==> src/rtl/mips_ctrl_pkg.sv <==
// mips_ctrl_pkg: opcodes, ALU/mux encodings, FSM states and control word for the multicycle MIPS controller.
// Extended-op entries are only reachable when MIPS_MC_EXT_OPS_EN is defined.
package mips_ctrl_pkg;
  localparam logic [5:0] OP_RTYPE = 6'b000000;
  localparam logic [5:0] OP_J     = 6'b000010;
  localparam logic [5:0] OP_BEQ   = 6'b000100;
  localparam logic [5:0] OP_BNE   = 6'b000101;
  localparam logic [5:0] OP_ADDI  = 6'b001000;
  localparam logic [5:0] OP_ANDI  = 6'b001100;
  localparam logic [5:0] OP_ORI   = 6'b001101;
  localparam logic [5:0] OP_LW    = 6'b100011;
  localparam logic [5:0] OP_SW    = 6'b101011;
  localparam logic [2:0] ALU_ADD   = 3'b000;
  localparam logic [2:0] ALU_SUB   = 3'b001;
  localparam logic [2:0] ALU_RTYPE = 3'b010;
  localparam logic [2:0] ALU_AND   = 3'b011;
  localparam logic [2:0] ALU_OR    = 3'b100;
  localparam logic [1:0] SRCB_RT     = 2'b00;
  localparam logic [1:0] SRCB_FOUR   = 2'b01;
  localparam logic [1:0] SRCB_IMM    = 2'b10;
  localparam logic [1:0] SRCB_IMM_SH = 2'b11;
  localparam logic [1:0] PC_ALU    = 2'b00;
  localparam logic [1:0] PC_ALUOUT = 2'b01;
  localparam logic [1:0] PC_JUMP   = 2'b10;
  typedef enum logic [3:0] {
    S_FETCH    = 4'd0,
    S_DECODE   = 4'd1,
    S_MEMADR   = 4'd2,
    S_MEMRD    = 4'd3,
    S_MEMWB    = 4'd4,
    S_MEMWR    = 4'd5,
    S_EXECUTE  = 4'd6,
    S_ALUWB    = 4'd7,
    S_BRANCH   = 4'd8,
    S_ADDIEX   = 4'd9,
    S_ADDIWB   = 4'd10,
    S_JUMP     = 4'd11,
    S_BRANCHNE = 4'd12,
    S_ANDIEX   = 4'd13,
    S_ORIEX    = 4'd14
  } state_t;
  typedef struct packed {
    logic       mem_req;
    logic       iord;
    logic       mem_write;
    logic       ir_write;
    logic       pc_write;
    logic       pc_en;
    logic       branch;
    logic       branch_ne;
    logic [1:0] pc_src;
    logic       reg_dst;
    logic       mem_to_reg;
    logic       reg_write;
    logic       alu_src_a;
    logic [1:0] alu_src_b;
    logic [2:0] alu_op;
    logic       zero_ext;
  } ctrl_t;
  // DECODE successor; S_FETCH doubles as the illegal-opcode verdict
  function automatic state_t decode_next(logic [5:0] op);
    case (op)
      OP_LW, OP_SW: return S_MEMADR;
      OP_RTYPE:     return S_EXECUTE;
      OP_BEQ:       return S_BRANCH;
      OP_ADDI:      return S_ADDIEX;
      OP_J:         return S_JUMP;
`ifdef MIPS_MC_EXT_OPS_EN
      OP_BNE:       return S_BRANCHNE;
      OP_ANDI:      return S_ANDIEX;
      OP_ORI:       return S_ORIEX;
`endif
      default:      return S_FETCH;
    endcase
  endfunction
endpackage

==> src/rtl/mips_ctrl_outdec.sv <==
// mips_ctrl_outdec: combinational state-to-control-word decoder (Moore, plus mem_ready/Zero qualifiers).
// BNE/ANDI/ORI states decode only when MIPS_MC_EXT_OPS_EN is defined.
module mips_ctrl_outdec
  import mips_ctrl_pkg::*;
(
  input  logic [3:0]                state,
  input  logic                      mem_ready,
  input  logic                      zero,
  output logic [$bits(ctrl_t)-1:0]  cw
);
  ctrl_t c;
  always_comb begin
    c = '0;
    case (state_t'(state))
      S_FETCH: begin
        c.mem_req = 1'b1;
        c.alu_src_b = SRCB_FOUR;
        c.ir_write = mem_ready;
        c.pc_write = mem_ready;
      end
      S_DECODE: c.alu_src_b = SRCB_IMM_SH;
      S_MEMADR: begin
        c.alu_src_a = 1'b1;
        c.alu_src_b = SRCB_IMM;
      end
      S_MEMRD: begin
        c.mem_req = 1'b1;
        c.iord = 1'b1;
      end
      S_MEMWB: begin
        c.mem_to_reg = 1'b1;
        c.reg_write = 1'b1;
      end
      S_MEMWR: begin
        c.mem_req = 1'b1;
        c.iord = 1'b1;
        c.mem_write = mem_ready;
      end
      S_EXECUTE: begin
        c.alu_src_a = 1'b1;
        c.alu_src_b = SRCB_RT;
        c.alu_op = ALU_RTYPE;
      end
      S_ALUWB: begin
        c.reg_dst = 1'b1;
        c.reg_write = 1'b1;
      end
      S_BRANCH: begin
        c.alu_src_a = 1'b1;
        c.alu_op = ALU_SUB;
        c.branch = 1'b1;
        c.pc_src = PC_ALUOUT;
      end
      S_ADDIEX: begin
        c.alu_src_a = 1'b1;
        c.alu_src_b = SRCB_IMM;
        c.alu_op = ALU_ADD;
      end
      S_ADDIWB: c.reg_write = 1'b1;
      S_JUMP: begin
        c.pc_src = PC_JUMP;
        c.pc_write = 1'b1;
      end
`ifdef MIPS_MC_EXT_OPS_EN
      S_BRANCHNE: begin
        c.alu_src_a = 1'b1;
        c.alu_op = ALU_SUB;
        c.branch = 1'b1;
        c.branch_ne = 1'b1;
        c.pc_src = PC_ALUOUT;
      end
      S_ANDIEX: begin
        c.alu_src_a = 1'b1;
        c.alu_src_b = SRCB_IMM;
        c.alu_op = ALU_AND;
        c.zero_ext = 1'b1;
      end
      S_ORIEX: begin
        c.alu_src_a = 1'b1;
        c.alu_src_b = SRCB_IMM;
        c.alu_op = ALU_OR;
        c.zero_ext = 1'b1;
      end
`endif
      default: ;
    endcase
    c.pc_en = c.pc_write | (c.branch & (zero ^ c.branch_ne));
  end
  assign cw = c;
endmodule

==> src/rtl/mips_multicycle_ctrl.sv <==
// mips_multicycle_ctrl: multicycle MIPS control FSM with memory-ready stalls and illegal-opcode trap.
// Define MIPS_MC_EXT_OPS_EN to add BNE, ANDI and ORI.
module mips_multicycle_ctrl
  import mips_ctrl_pkg::*;
#(
  parameter int OPCODE_W = 6,
  parameter int ALUOP_W  = 3,
  parameter int STATE_W  = 4
) (
  input  logic                clk,
  input  logic                rst_n,
  input  logic [OPCODE_W-1:0] opcode,
  input  logic                Zero,
  input  logic                mem_ready,
  output logic                mem_req,
  output logic                IorD,
  output logic                MemWrite,
  output logic                IRWrite,
  output logic                PCWrite,
  output logic                PCEn,
  output logic                Branch,
  output logic [1:0]          PCSrc,
  output logic                RegDst,
  output logic                MemtoReg,
  output logic                RegWrite,
  output logic                ALUSrcA,
  output logic [1:0]          ALUSrcB,
  output logic [ALUOP_W-1:0]  ALUOp,
  output logic                illegal_op,
  output logic [STATE_W-1:0]  state_o,
  output logic                ZeroExt
);
  state_t state;
  ctrl_t c;
  always_ff @(posedge clk)
    if (!rst_n) state <= S_FETCH;
    else
      case (state)
        S_FETCH:   state <= mem_ready ? S_DECODE : S_FETCH;
        S_DECODE:  state <= decode_next(opcode[5:0]);
        S_MEMADR:  state <= (opcode[5:0] == OP_LW) ? S_MEMRD : S_MEMWR;
        S_MEMRD:   state <= mem_ready ? S_MEMWB : S_MEMRD;
        S_MEMWR:   state <= mem_ready ? S_FETCH : S_MEMWR;
        S_EXECUTE: state <= S_ALUWB;
        S_ADDIEX:  state <= S_ADDIWB;
`ifdef MIPS_MC_EXT_OPS_EN
        S_ANDIEX:  state <= S_ADDIWB;
        S_ORIEX:   state <= S_ADDIWB;
`endif
        default:   state <= S_FETCH;
      endcase
  mips_ctrl_outdec u_dec (
    .state(state),
    .mem_ready(mem_ready),
    .zero(Zero),
    .cw(c)
  );
  // strobes are held low during reset so an abandoned instruction writes nothing
  assign mem_req    = rst_n & c.mem_req;
  assign MemWrite   = rst_n & c.mem_write;
  assign IRWrite    = rst_n & c.ir_write;
  assign PCWrite    = rst_n & c.pc_write;
  assign PCEn       = rst_n & c.pc_en;
  assign RegWrite   = rst_n & c.reg_write;
  assign illegal_op = rst_n & (state == S_DECODE) & (decode_next(opcode[5:0]) == S_FETCH);
  assign IorD       = c.iord;
  assign Branch     = c.branch;
  assign PCSrc      = c.pc_src;
  assign RegDst     = c.reg_dst;
  assign MemtoReg   = c.mem_to_reg;
  assign ALUSrcA    = c.alu_src_a;
  assign ALUSrcB    = c.alu_src_b;
  assign ALUOp      = ALUOP_W'(c.alu_op);
  assign ZeroExt    = c.zero_ext;
  assign state_o    = STATE_W'(state);
endmodule

==> config.mk <==
export PLATFORM = sky130hd
export DESIGN_NAME = mips_multicycle_ctrl
export DESIGN_NICKNAME = d
export VERILOG_FILES = /design/src/rtl/mips_ctrl_pkg.sv /design/src/rtl/mips_ctrl_outdec.sv /design/src/rtl/mips_multicycle_ctrl.sv
export SDC_FILE = /design/constraint.sdc
export NUM_CORES = 1
export LEC_CHECK = 0
export CAP_MARGIN = 20
export CORE_MARGIN = 2
export CORE_UTILIZATION = 34
export DETAILED_ROUTE_END_ITERATION = 10
export PLACE_DENSITY = 0.75
export SKIP_LAST_GASP = 1
export SLEW_MARGIN = 25
export SYNTH_ARGS = -nofsm -noshare
export SYNTH_HDL_FRONTEND = slang
export SYNTH_SLANG_ARGS = --single-unit
export TNS_END_PERCENT = 30
==> constraint.sdc <==
create_clock -name clk -period 1.2 [get_ports clk]
set_input_delay 0.3 -clock clk [delete_from_list [all_inputs] [get_ports clk]]
set_output_delay 0.3 -clock clk [all_outputs]
set_load 0.05 [all_outputs]
==> results of run 1 <==
## cells by family after synthesis
family,Yosys count,share of synthesized area [%]
compound gates,24,24.08
xor+xnor,4,5.715
buf+inv,15,13.47
flops,4,13.06
mux,1,1.633
other cells,1,0.6117
simple gates,43,41.43
## through the flow
stage | worst slack, ns | setup TNS [ns] | util (%) | instance area (sq um)
after floorplan | -0.7389 | -10.07 | - | 744.5
after global placement | -0.6226 | -7.117 | 88.06 | 1504
after detailed placement | -0.7226 | -8.140 | 88.06 | 1504
==> flow_summary.toml, run 1 <==
[outcome]
status = "stopped before the end"
failed_stage = "clock tree synthesis"
error = "[ERROR DPL-0033] detailed placement checks failed during check placement."

[logic_synthesis]
synthCells = 92
netlist_area_sq_um = 613.1
synth_largest_area_cell = "dfxtp_1"
synth-edff-count = 0
yosysTopAreaCellShare_pct = 13.06
ys_seq_area_share_pct = 13.06
yosys-top-cells-area = "dfxtp_1 13%, buf_4 7.3%, nand2b_1 7.1%"
avgSynthCellArea_sq_um = 6.664
synth-seq-cells = 4
synth_commonest_cells = "7 x a21oi_1, 7 x nand2b_1"
ys_types = 35
async_flop_share_pct = 0
synth_ff_type = "dfxtp_1"
ys_warn_count = 0

[clocking]
clock_path_buffers = 2
htree_levels = 1
post_cts_resized = 27
hold_buffers = 0
cts_buffers = 3
ctsRootBufferMaster = "clkbuf_4"
clock_sinks = 4
post_cts_buffers = 7

[placed_design]
io_buffers = 31
placed_cells = 173
hpwlAfterDp_mm = 2.292
place_congestion = 0.8164

[floorplanning]
initial_core_util_pct = 35.90
io_pins = 34
die_h_um = 46.47
die_w_um = 46.47
rows = 15
==> run 2: changes to the inputs <==
- CORE_AREA: default -> 2 2 63 65
- CORE_MARGIN: 2 -> default
- CORE_UTILIZATION: 34 -> default
- DIE_AREA: default -> 0 0 65 67
- PLACE_DENSITY: 0.75 -> default
- PLACE_DENSITY_LB_ADDON: default -> 0.15
- clock period: 1.2 -> 1.56 ns (I/O delays scaled with it)
==> run 2 against run 1 <==
  * The flow now finishes, with violations (setup timing)
  * Synthesized cell count did not move
  * Synthesized area did not move
==> flow_summary.toml, run 2 <==
[critical_path]
max_stage_delay_ns = 0.37
path_buf_inv = 1
crit_arrival_ns = 1.39
cp.required_ns = 1.17
critPathKind = "flip-flop to output pin"
critPathCaptureType = "output pin"
crit_family = "compound AO/OA/AOI/OAI gates"
worst_setup_path_start_kind = "flip-flop"
r2r-start = "state_o[0]"
regToRegEndpoint = "state_o[0]"
worstPathMaxFanout = 9
rr_worst_depth = 5
rrSetupSlack_ns = 0.12
cp_cell_sequence = "and3_4, a31oi_4, nor3b_4, a41o_4, buf_12"
critical-path-slowest-cell = "dfxtp_4"

[detailed_routing]
firstDrtPassIters = 2
ant_nets = 0
vias = 867
first_iter_violations = 8
via_per_inst = 4.357
wire_per_inst_um = 11.20
routed_wl_mm = 2.228
drc = 0

[logic_synthesis]
netlist_area_sq_um = 613.1
synth_largest_area_cell = "dfxtp_1"
synthXorXnorAreaFrac_pct = 5.714
synth_top_family_by_area = "simple AND/OR/NAND/NOR gates"
synth_commonest_cells = "7 x a21oi_1, 7 x nand2b_1"
ys_warn_count = 0
yosysTopAreaCellShare_pct = 13.06
synth_compound_area_share_pct = 24.08
yosys-top-cells-area = "dfxtp_1 13%, buf_4 7.3%, nand2b_1 7.1%"
synthMuxAreaShare_pct = 1.633
synth-edff-count = 0
synth_fa_ha_area_share_pct = 0
synth_ff_type = "dfxtp_1"
avgSynthCellArea_sq_um = 6.664
synthCells = 92
synth-simple-area-share_pct = 41.43
synth-seq-cells = 4
async_flop_share_pct = 0
ys_seq_area_share_pct = 13.06
ys_types = 35

[timing]
rsz0062_at_grt = "yes"
timing.hold.ws_ns = 0.6512
fin_crit_ns = 1.776
maxClockFrequency_ghz = 0.5631
setup_viol = 17
setup_tns_ns = -2.427
min_period_over_period_pct = 113.8
hold_violations = 0
slew_violations = 0
clock_skew_ns = 0.001139
fin_ws_ns = -0.2160

[global_routing]
grt_overflow = 0
track_usage_pct = 10.99
grt_pass1_vias = 829
grt_start_max_net_pins = 10
grt_pass1_wl_mm = 3.739
antenna_found_initial = 0

[min_path]
min-delay-start = "opcode[3]"
hold_depth = 4
hold_path_class = "input port to flip-flop"
hold_end = "state_o[1]"

[floorplanning]
io_pins = 34
dieArea_sq_mm = 0.004355
die_w_um = 65
core_sq_mm = 0.003606
rows = 22
die_h_um = 67
initial_core_util_pct = 17.00

[outcome]
status = "finished with violations"
violations = "setup timing"

[clocking]
cts_buffers = 3
hold_buffers = 0
cts_tree = "yes"
clock_sinks = 4
clock_path_buffers = 2
clk_latency_ns = 0.22
clk_pin_slew_ns = 0.03
ctsRootBufferMaster = "clkbuf_8"
htree_levels = 1

[job]
drv_cap = 0

[pwr]
power.density_mw_per_mm2 = 366.1
power_leakage_nw = 0.6509
pwr-share-comb_pct = 44.9
p_sw_uw = 189.8
ir_worst_vdd_uv = 190.2
netSwitchingFraction_pct = 32.48
p_clk_share_pct = 36.9
p_seq_share_pct = 18.2
p_int_uw = 394.7

[cells_and_area]
fin_nets = 163
antennaDiodeCount = 0
nFillCells = 361
mostFrequentLayoutCell = "buf_4"
final_cells = 199
drive_gt1_share_pct = 59.60
largest_reg_flops = 4
final_cell_mix = "33 x buf_4, 22 x buf_12, 7 x dlygate4sd2_1, 6 x nand2_1, 6 x a21oi_1"
fin_util_pct = 44.27
area_delta_synth_final_pct = 160.4

[placed_design]
hpwlAfterDp_mm = 1.887
io_buffers = 31
place_congestion = 0.7682
placed_cells = 193
run 2: cell counts after synthesis:
Identical to the previous run, type by type.
run 2: timing repair:
action | in CTS | in global routing
resized for setup | 14 | 9
setup buffers | 3 | 0
setup endpoints to repair | 20 | 19
pin swaps | 4 | 3
endpoints found under the hold margin | 0 | 0
run 2: worst reg2reg max path, cell delays in order (launching register included):
cell,delay [ns]
dfxtp_4,0.39
nor2b_4,0.16
buf_4,0.12
nand3_1,0.08
or4_1,0.47
a21oi_1,0.14
run 2: per-stage QoR:
stage | instance area (sq um) | total power [mW] | worst slack, ns
after CTS | 1560 | 0.5896 | -0.2562
after detailed placement | 1485 | 0.3697 | -0.4954
after global placement | 1485 | 0.3669 | -0.4453
after floorplan | 744.5 | 0.2354 | -0.4689
final | 1597 | 0.5845 | -0.2160
after global routing | 1597 | 0.6234 | -0.2962
run 2: cells by family after synthesis:
family | Yosys count
other cells | 1
compound gates | 24
simple gates | 43
xor+xnor | 4
mux | 1
buf+inv | 15
flops | 4
run 2: worst max-delay path by stage:
stage	startpoint	endpoint	slack [ns]	depth (start not counted)
after floorplan	state_o[3]	PCEn	-0.47	5
after global placement	opcode[3]	illegal_op	-0.45	5
after detailed placement	opcode[3]	illegal_op	-0.50	5
after CTS	state_o[0]	PCEn	-0.26	5
after global routing	state_o[2]	RegWrite	-0.30	5
final	state_o[0]	PCEn	-0.22	5
run 2: cell type report:
class                           count  area [sq um]  share of cell area [%]
Multi-Input combinational cell     74         598.1                   37.46
Timing Repair Buffer               66         787.0                   49.29
Tap cell                           48         60.06                   3.762
Sequential cell                     4         95.09                   5.956
Inverter                            4         15.01                  0.9404
Clock buffer                        3         41.29                   2.586
run 2: routing by layer:
layer	wire [um]	global-route usage, %	vias to the layer above
met4	44	6.383	0
met3	104	1.014	4
li1	-	-	442
met1	828	12.15	397
met2	1250	20.36	24
met5	0	0	-
run 2: power groups by stage:
stage / clock network, mW / logic [mW] / registers (mW)
2_1_floorplan: 0 / 0.124 / 0.112
3_3_place_gp: 0 / 0.259 / 0.108
3_5_place_dp: 0 / 0.262 / 0.108
4_1_cts: 0.224 / 0.260 / 0.106
5_1_grt: 0.238 / 0.279 / 0.107
6_report: 0.216 / 0.263 / 0.106
Note: power is estimated with default switching activity, not from simulation.
